**config.mk**
```make
export PLATFORM = sky130hd
export DESIGN_NAME = stream_minmax_tracker_flat
export DESIGN_NICKNAME = d
export VERILOG_FILES = /design/src/rtl/stream_minmax_tracker_pkg.sv /design/src/rtl/stream_minmax_tracker_if.sv /design/src/rtl/stream_minmax_tracker_cmp.sv /design/src/rtl/stream_minmax_tracker.sv /design/src/flat_wrapper.sv
export SDC_FILE = /design/constraint.sdc
export NUM_CORES = 1
export LEC_CHECK = 0
export CAP_MARGIN = 20
export CORE_UTILIZATION = 43
export DETAILED_ROUTE_END_ITERATION = 6
export GPL_TIMING_DRIVEN = 0
export HOLD_SLACK_MARGIN = 0.06
export PLACE_DENSITY = 0.84
export SLEW_MARGIN = 20
export SYNTH_ARGS = -nofsm -noshare
export SYNTH_HDL_FRONTEND = slang
export SYNTH_SLANG_ARGS = --single-unit
```
**constraint.sdc**
```tcl
create_clock -name clk -period 1.8 [get_ports clk]
set_input_delay 0.27 -clock clk [delete_from_list [all_inputs] [get_ports clk]]
set_output_delay 0.27 -clock clk [all_outputs]
set_load 0.05 [all_outputs]
```
**src/rtl/stream_minmax_tracker_pkg.sv**
```systemverilog
// Shared definitions for the stream min/max tracker slice.
// Holds the FSM state encoding, default widths and the sign-mode bit encoding.
// Imported by the interface, the comparator and the top level.
package stream_minmax_tracker_pkg;

  localparam int DEF_WIDTH = 4;
  localparam int DEF_CNT_W = 8;

  // Value of sign_in / out_sign selecting each compare mode.
  localparam logic SIGN_UNSIGNED = 1'b0;
  localparam logic SIGN_SIGNED   = 1'b1;

  typedef enum logic [1:0] {
    IDLE  = 2'd0,
    ACCUM = 2'd1,
    HOLD  = 2'd2
  } state_e;

endpackage

```
**src/rtl/stream_minmax_tracker_if.sv**
```systemverilog
// Sample-in / result-out bundle of the stream min/max tracker.
// slave  : the tracker (consumes samples, produces the frame result).
// master : the environment (produces samples, consumes the frame result).
interface stream_minmax_tracker_if
  import stream_minmax_tracker_pkg::*;
#(
  parameter int WIDTH = DEF_WIDTH,
  parameter int CNT_W = DEF_CNT_W
) ();

  // Sample stream
  logic             sign_in;
  logic             in_valid;
  logic             in_ready;
  logic [WIDTH-1:0] in_data;
  logic             in_last;

  // Frame result
  logic             out_valid;
  logic             out_ready;
  logic [WIDTH-1:0] out_min;
  logic [WIDTH-1:0] out_max;
  logic [CNT_W-1:0] out_count;
  logic             out_all_eq;
  logic             out_sign;
  logic             out_ovf;

  modport slave (
    input  sign_in, in_valid, in_data, in_last, out_ready,
    output in_ready, out_valid, out_min, out_max, out_count,
           out_all_eq, out_sign, out_ovf
  );

  modport master (
    output sign_in, in_valid, in_data, in_last, out_ready,
    input  in_ready, out_valid, out_min, out_max, out_count,
           out_all_eq, out_sign, out_ovf
  );

endinterface

```
**src/rtl/stream_minmax_tracker_cmp.sv**
```systemverilog
// Purpose: combinational a-vs-b compare in signed or unsigned mode.
// Latency: none (pure combinational).
// Backpressure: not applicable.
// Ports: a, b (WIDTH-bit operands), sign (mode), eq/gt/lt (a relative to b).
module sign_mode_cmp
  import stream_minmax_tracker_pkg::*;
#(
  parameter int WIDTH = DEF_WIDTH
) (
  input  logic [WIDTH-1:0] a,
  input  logic [WIDTH-1:0] b,
  input  logic             sign,
  output logic             eq,
  output logic             gt,
  output logic             lt
);

  logic [WIDTH-1:0] a_bias;
  logic [WIDTH-1:0] b_bias;

  // Flipping the MSB maps two's complement onto offset binary, so one
  // unsigned comparator serves both modes.
  always_comb begin
    a_bias = a;
    b_bias = b;
    if (sign == SIGN_SIGNED) begin
      a_bias[WIDTH-1] = ~a[WIDTH-1];
      b_bias[WIDTH-1] = ~b[WIDTH-1];
    end
    eq = (a == b);
    gt = (a_bias > b_bias);
    lt = (a_bias < b_bias);
  end

endmodule

```
**src/rtl/stream_minmax_tracker.sv**
```systemverilog
// Purpose: running min/max/count/all-equal over a framed sample stream.
// Latency: result valid the cycle after the in_last beat is accepted.
// Backpressure: in_ready drops while a result is held; held until out_ready.
// Ports: clk, rst (async, active-high); bus (slave modport) carries the
//   sample stream (sign_in, in_valid/in_ready, in_data, in_last) and the
//   frame result (out_valid/out_ready, out_min, out_max, out_count,
//   out_all_eq, out_sign, out_ovf).
module stream_minmax_tracker
  import stream_minmax_tracker_pkg::*;
#(
  parameter int WIDTH = DEF_WIDTH,
  parameter int CNT_W = DEF_CNT_W
) (
  input  logic                    clk,
  input  logic                    rst,
  stream_minmax_tracker_if.slave  bus
);

  localparam logic [CNT_W-1:0] CNT_MAX = {CNT_W{1'b1}};

  state_e           state_q, state_d;
  logic [WIDTH-1:0] min_q, min_d;
  logic [WIDTH-1:0] max_q, max_d;
  logic [CNT_W-1:0] cnt_q, cnt_d;
  logic             all_eq_q, all_eq_d;
  logic             sign_q, sign_d;
  logic             ovf_q, ovf_d;

  logic in_ready;
  logic accept;
  logic eq_min, gt_min, lt_min;
  logic eq_max, gt_max, lt_max;
  logic unused_cmp;

  // Ready is a pure decode of registered state.
  assign in_ready = (state_q != HOLD);
  assign accept   = bus.in_valid & in_ready;

  sign_mode_cmp #(.WIDTH(WIDTH)) u_cmp_min (
    .a    (bus.in_data),
    .b    (min_q),
    .sign (sign_q),
    .eq   (eq_min),
    .gt   (gt_min),
    .lt   (lt_min)
  );

  sign_mode_cmp #(.WIDTH(WIDTH)) u_cmp_max (
    .a    (bus.in_data),
    .b    (max_q),
    .sign (sign_q),
    .eq   (eq_max),
    .gt   (gt_max),
    .lt   (lt_max)
  );

  // Only lt against min and gt against max drive updates.
  assign unused_cmp = &{1'b0, gt_min, eq_max, lt_max};

  always_comb begin
    state_d  = state_q;
    min_d    = min_q;
    max_d    = max_q;
    cnt_d    = cnt_q;
    all_eq_d = all_eq_q;
    sign_d   = sign_q;
    ovf_d    = ovf_q;
    unique case (state_q)
      IDLE: begin
        if (accept) begin
          min_d    = bus.in_data;
          max_d    = bus.in_data;
          cnt_d    = CNT_W'(1);
          all_eq_d = 1'b1;
          ovf_d    = 1'b0;
          sign_d   = bus.sign_in;
          state_d  = bus.in_last ? HOLD : ACCUM;
        end
      end
      ACCUM: begin
        if (accept) begin
          if (lt_min) min_d = bus.in_data;
          if (gt_max) max_d = bus.in_data;
          // Judged against the pre-update min.
          all_eq_d = all_eq_q & eq_min;
          if (cnt_q == CNT_MAX) begin
            ovf_d = 1'b1;
          end else begin
            cnt_d = cnt_q + CNT_W'(1);
          end
          if (bus.in_last) state_d = HOLD;
        end
      end
      HOLD: begin
        if (bus.out_ready) state_d = IDLE;
      end
      default: state_d = IDLE;
    endcase
  end

  always_ff @(posedge clk or posedge rst) begin
    if (rst) begin
      state_q  <= IDLE;
      min_q    <= '0;
      max_q    <= '0;
      cnt_q    <= '0;
      all_eq_q <= 1'b0;
      sign_q   <= SIGN_UNSIGNED;
      ovf_q    <= 1'b0;
    end else begin
      state_q  <= state_d;
      min_q    <= min_d;
      max_q    <= max_d;
      cnt_q    <= cnt_d;
      all_eq_q <= all_eq_d;
      sign_q   <= sign_d;
      ovf_q    <= ovf_d;
    end
  end

  assign bus.in_ready   = in_ready;
  assign bus.out_valid  = (state_q == HOLD);
  assign bus.out_min    = min_q;
  assign bus.out_max    = max_q;
  assign bus.out_count  = cnt_q;
  assign bus.out_all_eq = all_eq_q;
  assign bus.out_sign   = sign_q;
  assign bus.out_ovf    = ovf_q;

endmodule

```
**src/flat_wrapper.sv**
```systemverilog
// flat-port wrapper written by rule: the top's interface ports become plain ports
module stream_minmax_tracker_flat import stream_minmax_tracker_pkg::*;
#(
  parameter int WIDTH = DEF_WIDTH,
  parameter int CNT_W = DEF_CNT_W
)
  (clk, rst, bus_sign_in, bus_in_valid, bus_in_data, bus_in_last, bus_out_ready, bus_in_ready, bus_out_valid, bus_out_min, bus_out_max, bus_out_count, bus_out_all_eq, bus_out_sign, bus_out_ovf);
  stream_minmax_tracker_if #(.WIDTH(WIDTH), .CNT_W(CNT_W)) bus_i ();
  input  logic clk;
  input  logic rst;
  input wire logic [$bits(bus_i.sign_in)-1:0] bus_sign_in;
  input wire logic [$bits(bus_i.in_valid)-1:0] bus_in_valid;
  input wire logic [$bits(bus_i.in_data)-1:0] bus_in_data;
  input wire logic [$bits(bus_i.in_last)-1:0] bus_in_last;
  input wire logic [$bits(bus_i.out_ready)-1:0] bus_out_ready;
  output wire logic [$bits(bus_i.in_ready)-1:0] bus_in_ready;
  output wire logic [$bits(bus_i.out_valid)-1:0] bus_out_valid;
  output wire logic [$bits(bus_i.out_min)-1:0] bus_out_min;
  output wire logic [$bits(bus_i.out_max)-1:0] bus_out_max;
  output wire logic [$bits(bus_i.out_count)-1:0] bus_out_count;
  output wire logic [$bits(bus_i.out_all_eq)-1:0] bus_out_all_eq;
  output wire logic [$bits(bus_i.out_sign)-1:0] bus_out_sign;
  output wire logic [$bits(bus_i.out_ovf)-1:0] bus_out_ovf;
  assign bus_i.sign_in = bus_sign_in;
  assign bus_i.in_valid = bus_in_valid;
  assign bus_i.in_data = bus_in_data;
  assign bus_i.in_last = bus_in_last;
  assign bus_i.out_ready = bus_out_ready;
  assign bus_in_ready = bus_i.in_ready;
  assign bus_out_valid = bus_i.out_valid;
  assign bus_out_min = bus_i.out_min;
  assign bus_out_max = bus_i.out_max;
  assign bus_out_count = bus_i.out_count;
  assign bus_out_all_eq = bus_i.out_all_eq;
  assign bus_out_sign = bus_i.out_sign;
  assign bus_out_ovf = bus_i.out_ovf;
  stream_minmax_tracker #(.WIDTH(WIDTH), .CNT_W(CNT_W)) u_core (.clk(clk), .rst(rst), .bus(bus_i));
endmodule
```
==> summary.txt <==
Maximum vdd drop: 737.0 uV
Clock tree sinks: 21
Place WS: -621.8 ps
DIE WIDTH: 54.05 um
Final nets: 174
Port Buf Inserts: 30
Diodes inserted: 0
Clk root buf: clkbuf_4
Async SR Flop Fraction: 100.0%
TritonCTS Buffers: 3
Sequential area share after synthesis: 45.11%
Top Ports: 31
CP Launch Type: flip-flop
Slack of the worst reg-to-reg path: -150 ps
Core Rows: 18
Layout area overhead: 40.17%
Tcrit/Tclk final: 108.5%
Routed vias: 1007
Total Power: 0.001817 W
Flops & latches, synth: 21
Crit path time final: 1953 ps
Kind of critical path: flip-flop to flip-flop
Drt pass-1 iters: 4
Ys Warns: 0
RSZ-0062 raised after global routing: yes
Syn_nets: 135
TritonCTS clock tree: yes
Clock latency at the later pin of the worst-skew pair: 310 ps
Routed Antenna Nets: 0
Wirelength per Cell: 14.39 um
Fmax: 512.0 MHz
Post-synth EDFFs: 0
Initial antenna violation count: 0
Netlist cell types: 31
Finished Layout Cells: 186
Cells on Worst Hold Path: 2
Largest net degree at the start of global routing: 22
Crit. End Element: flip-flop
Setup violations, final: 5
Critical path data arrival time: 2160 ps
First-pass GRT wire length: 4229 um
Starting Density: 46.18%
Pwr per Cell Area: 1113 mW/mm2
Leakage: 0.8008 nW
Layout cells sized above 1: 26.92%
Worst-path maximum fanout: 4
Area leader, netlist: dfrtp_1
Slew HR: 46.79%
Gate Count Post-Synth: 118
Dominant cells by area after synthesis: dfrtp_1 (45%), mux2_2 (8.7%), ha_1 (7.5%)
Required @ worst endpoint: 2000 ps
Fin. Hold Viols: 0
GPL Wtd Cong: 0.7732
WHS: 367.1 ps
Mean post-synth cell area: 9.872 um2
Placed insts: 178
Fin area: 0.001633 mm2
Core area: 0.002522 mm2
Global route total overflow: 0
Clock skew: 7.526 ps
Cell Area, Placed: 0.001543 mm2
Detailed Route WL: 2677 um
Hpwl dp: 1929 um
Synth Flop Type: dfrtp_1
Slew Limit Fails: 0
Final worst setup slack: -153.1 ps
Clock buffer depth: 2
Worst-path clk slew: 120 ps
Residual DRC: 0
Status: complete, but fails checks
R2R cell count: 6
MaxCap Viol Count: 0
Slew @ Worst Pin: 797.3 ps
Vias per cell: 5.414
Post-Syn Area: 0.001165 mm2
H-tree levels: 1
Die height: 54.05 um
Vias in the first global route: 981
Failing checks: setup timing
HP Class: input pin to flip-flop
1st-iter DRT viols: 13
Die area: 0.002921 mm2
Share of the synthesized area in the top cell type: 45.11%
Overall Global Routing Usage: 20.20%
-- final timing paths --
check                                 startpoint                     to
max                        u_core.bus.out_max[0]  u_core.bus.out_max[0]
min                               bus_in_data[0]  u_core.bus.out_min[0]
max reg2reg                u_core.bus.out_max[0]  u_core.bus.out_max[0]
min reg2reg                    u_core.state_q[1]      u_core.state_q[0]
max in group asynchronous                    rst  u_core.bus.out_max[1]
min in group asynchronous                    rst    u_core.bus.out_sign
-- cell usage in the layout (no fill, tap or decap), types with 3 or more instances in the layout --
cell / count
dfrtp_2: 8
nor2b_1: 4
nand2b_1: 3
ha_4: 3
nand2_1: 6
clkdlybuf4s50_1: 6
dfrtp_1: 13
dlygate4sd2_1: 16
inv_1: 9
dlymetal6s2s_1: 6
clkbuf_4: 3
mux2_2: 8
nand3_1: 3
xnor2_1: 3
o21ai_0: 4
nor2_1: 12
a21oi_1: 7
ha_1: 3
buf_4: 5
-- cells in the mapped netlist, types with 2 or more instances --
master,number
clkbuf_1,2
nor3_1,2
nor2b_1,4
and2_1,2
inv_1,11
nand3_1,3
ha_1,7
dfrtp_1,21
xor2_1,2
and4_1,2
a21oi_1,8
nor2_1,13
nand2b_1,3
o21ai_0,6
xnor2_1,3
mux2_2,9
nand2_1,6
-- power breakdown --
group          leakage, nW  internal [W]  switching (W)
Clock               0.0177     0.0000830       0.000153
Sequential           0.255      0.000567       0.000101
Combinational        0.528      0.000350       0.000563
-- per-stage QoR --
stage                     TNS, ps  utilization, %
after floorplan            -907.2               -
after global placement      -4268           61.16
after detailed placement    -5062           61.16
after CTS                  -627.4           63.24
after global routing       -916.9           64.73
final                      -536.9           64.73
-- area by class of cell --
type	instances	area, um2
Sequential cell	21	535.5
Clock inverter	1	5.005
Buffer	1	3.754
Clock buffer	3	22.52
Timing Repair Buffer	35	334.1
Fill cell	207	889.6
Multi-Input combinational cell	84	653.1
Tap cell	30	37.54
Inverter	11	41.29
-- repair_timing --
| action | in CTS | in global routing |
|---|---|---|
| pin swaps | 4 | 6 |
| hold buffers | 0 | 0 |
| endpoints found under the setup margin | 21 | 17 |
| buffers inserted | 3 | 2 |
| gates resized for setup | 25 | 10 |
-- kinds of logic after synthesis --
family                     Yosys count  synth area share [%]
and+or+nand+nor                     40                 17.51
AOI/OAI and AO/OA                   22                 12.35
DFF                                 21                 45.11
buffers and inverters               13                 4.189
muxes                               10                 9.560
adders and majority gates            7                 7.518
xor gates and xnor gates             5                 3.760
-- routing by layer --
layer  share of wire [%]  GRT usage, %  vias to the layer above
met5                   0             0                        -
met4                 1.7         6.838                        0
met3                 3.1         1.695                        4
met2                  51         35.60                       24
met1                  44         25.80                      495
li1                    -             -                      484
-- state kept, by name, summed over array words and instances, names as in the netlist --
name	flops
u_core.bus.out_all_eq	1
u_core.bus.out_count	8
u_core.bus.out_max	4
u_core.bus.out_min	4
u_core.bus.out_ovf	1
u_core.bus.out_sign	1
u_core.state_q	2
-- critical path, cell delays in order (launching register included) --
cell	delay [ps]
dfrtp_2	440
ha_4	260
and3_4	210
nor2_2	40
o41ai_2	360
a31oi_2	200
mux2_4	340
Power figures use the tool's default switching activity.
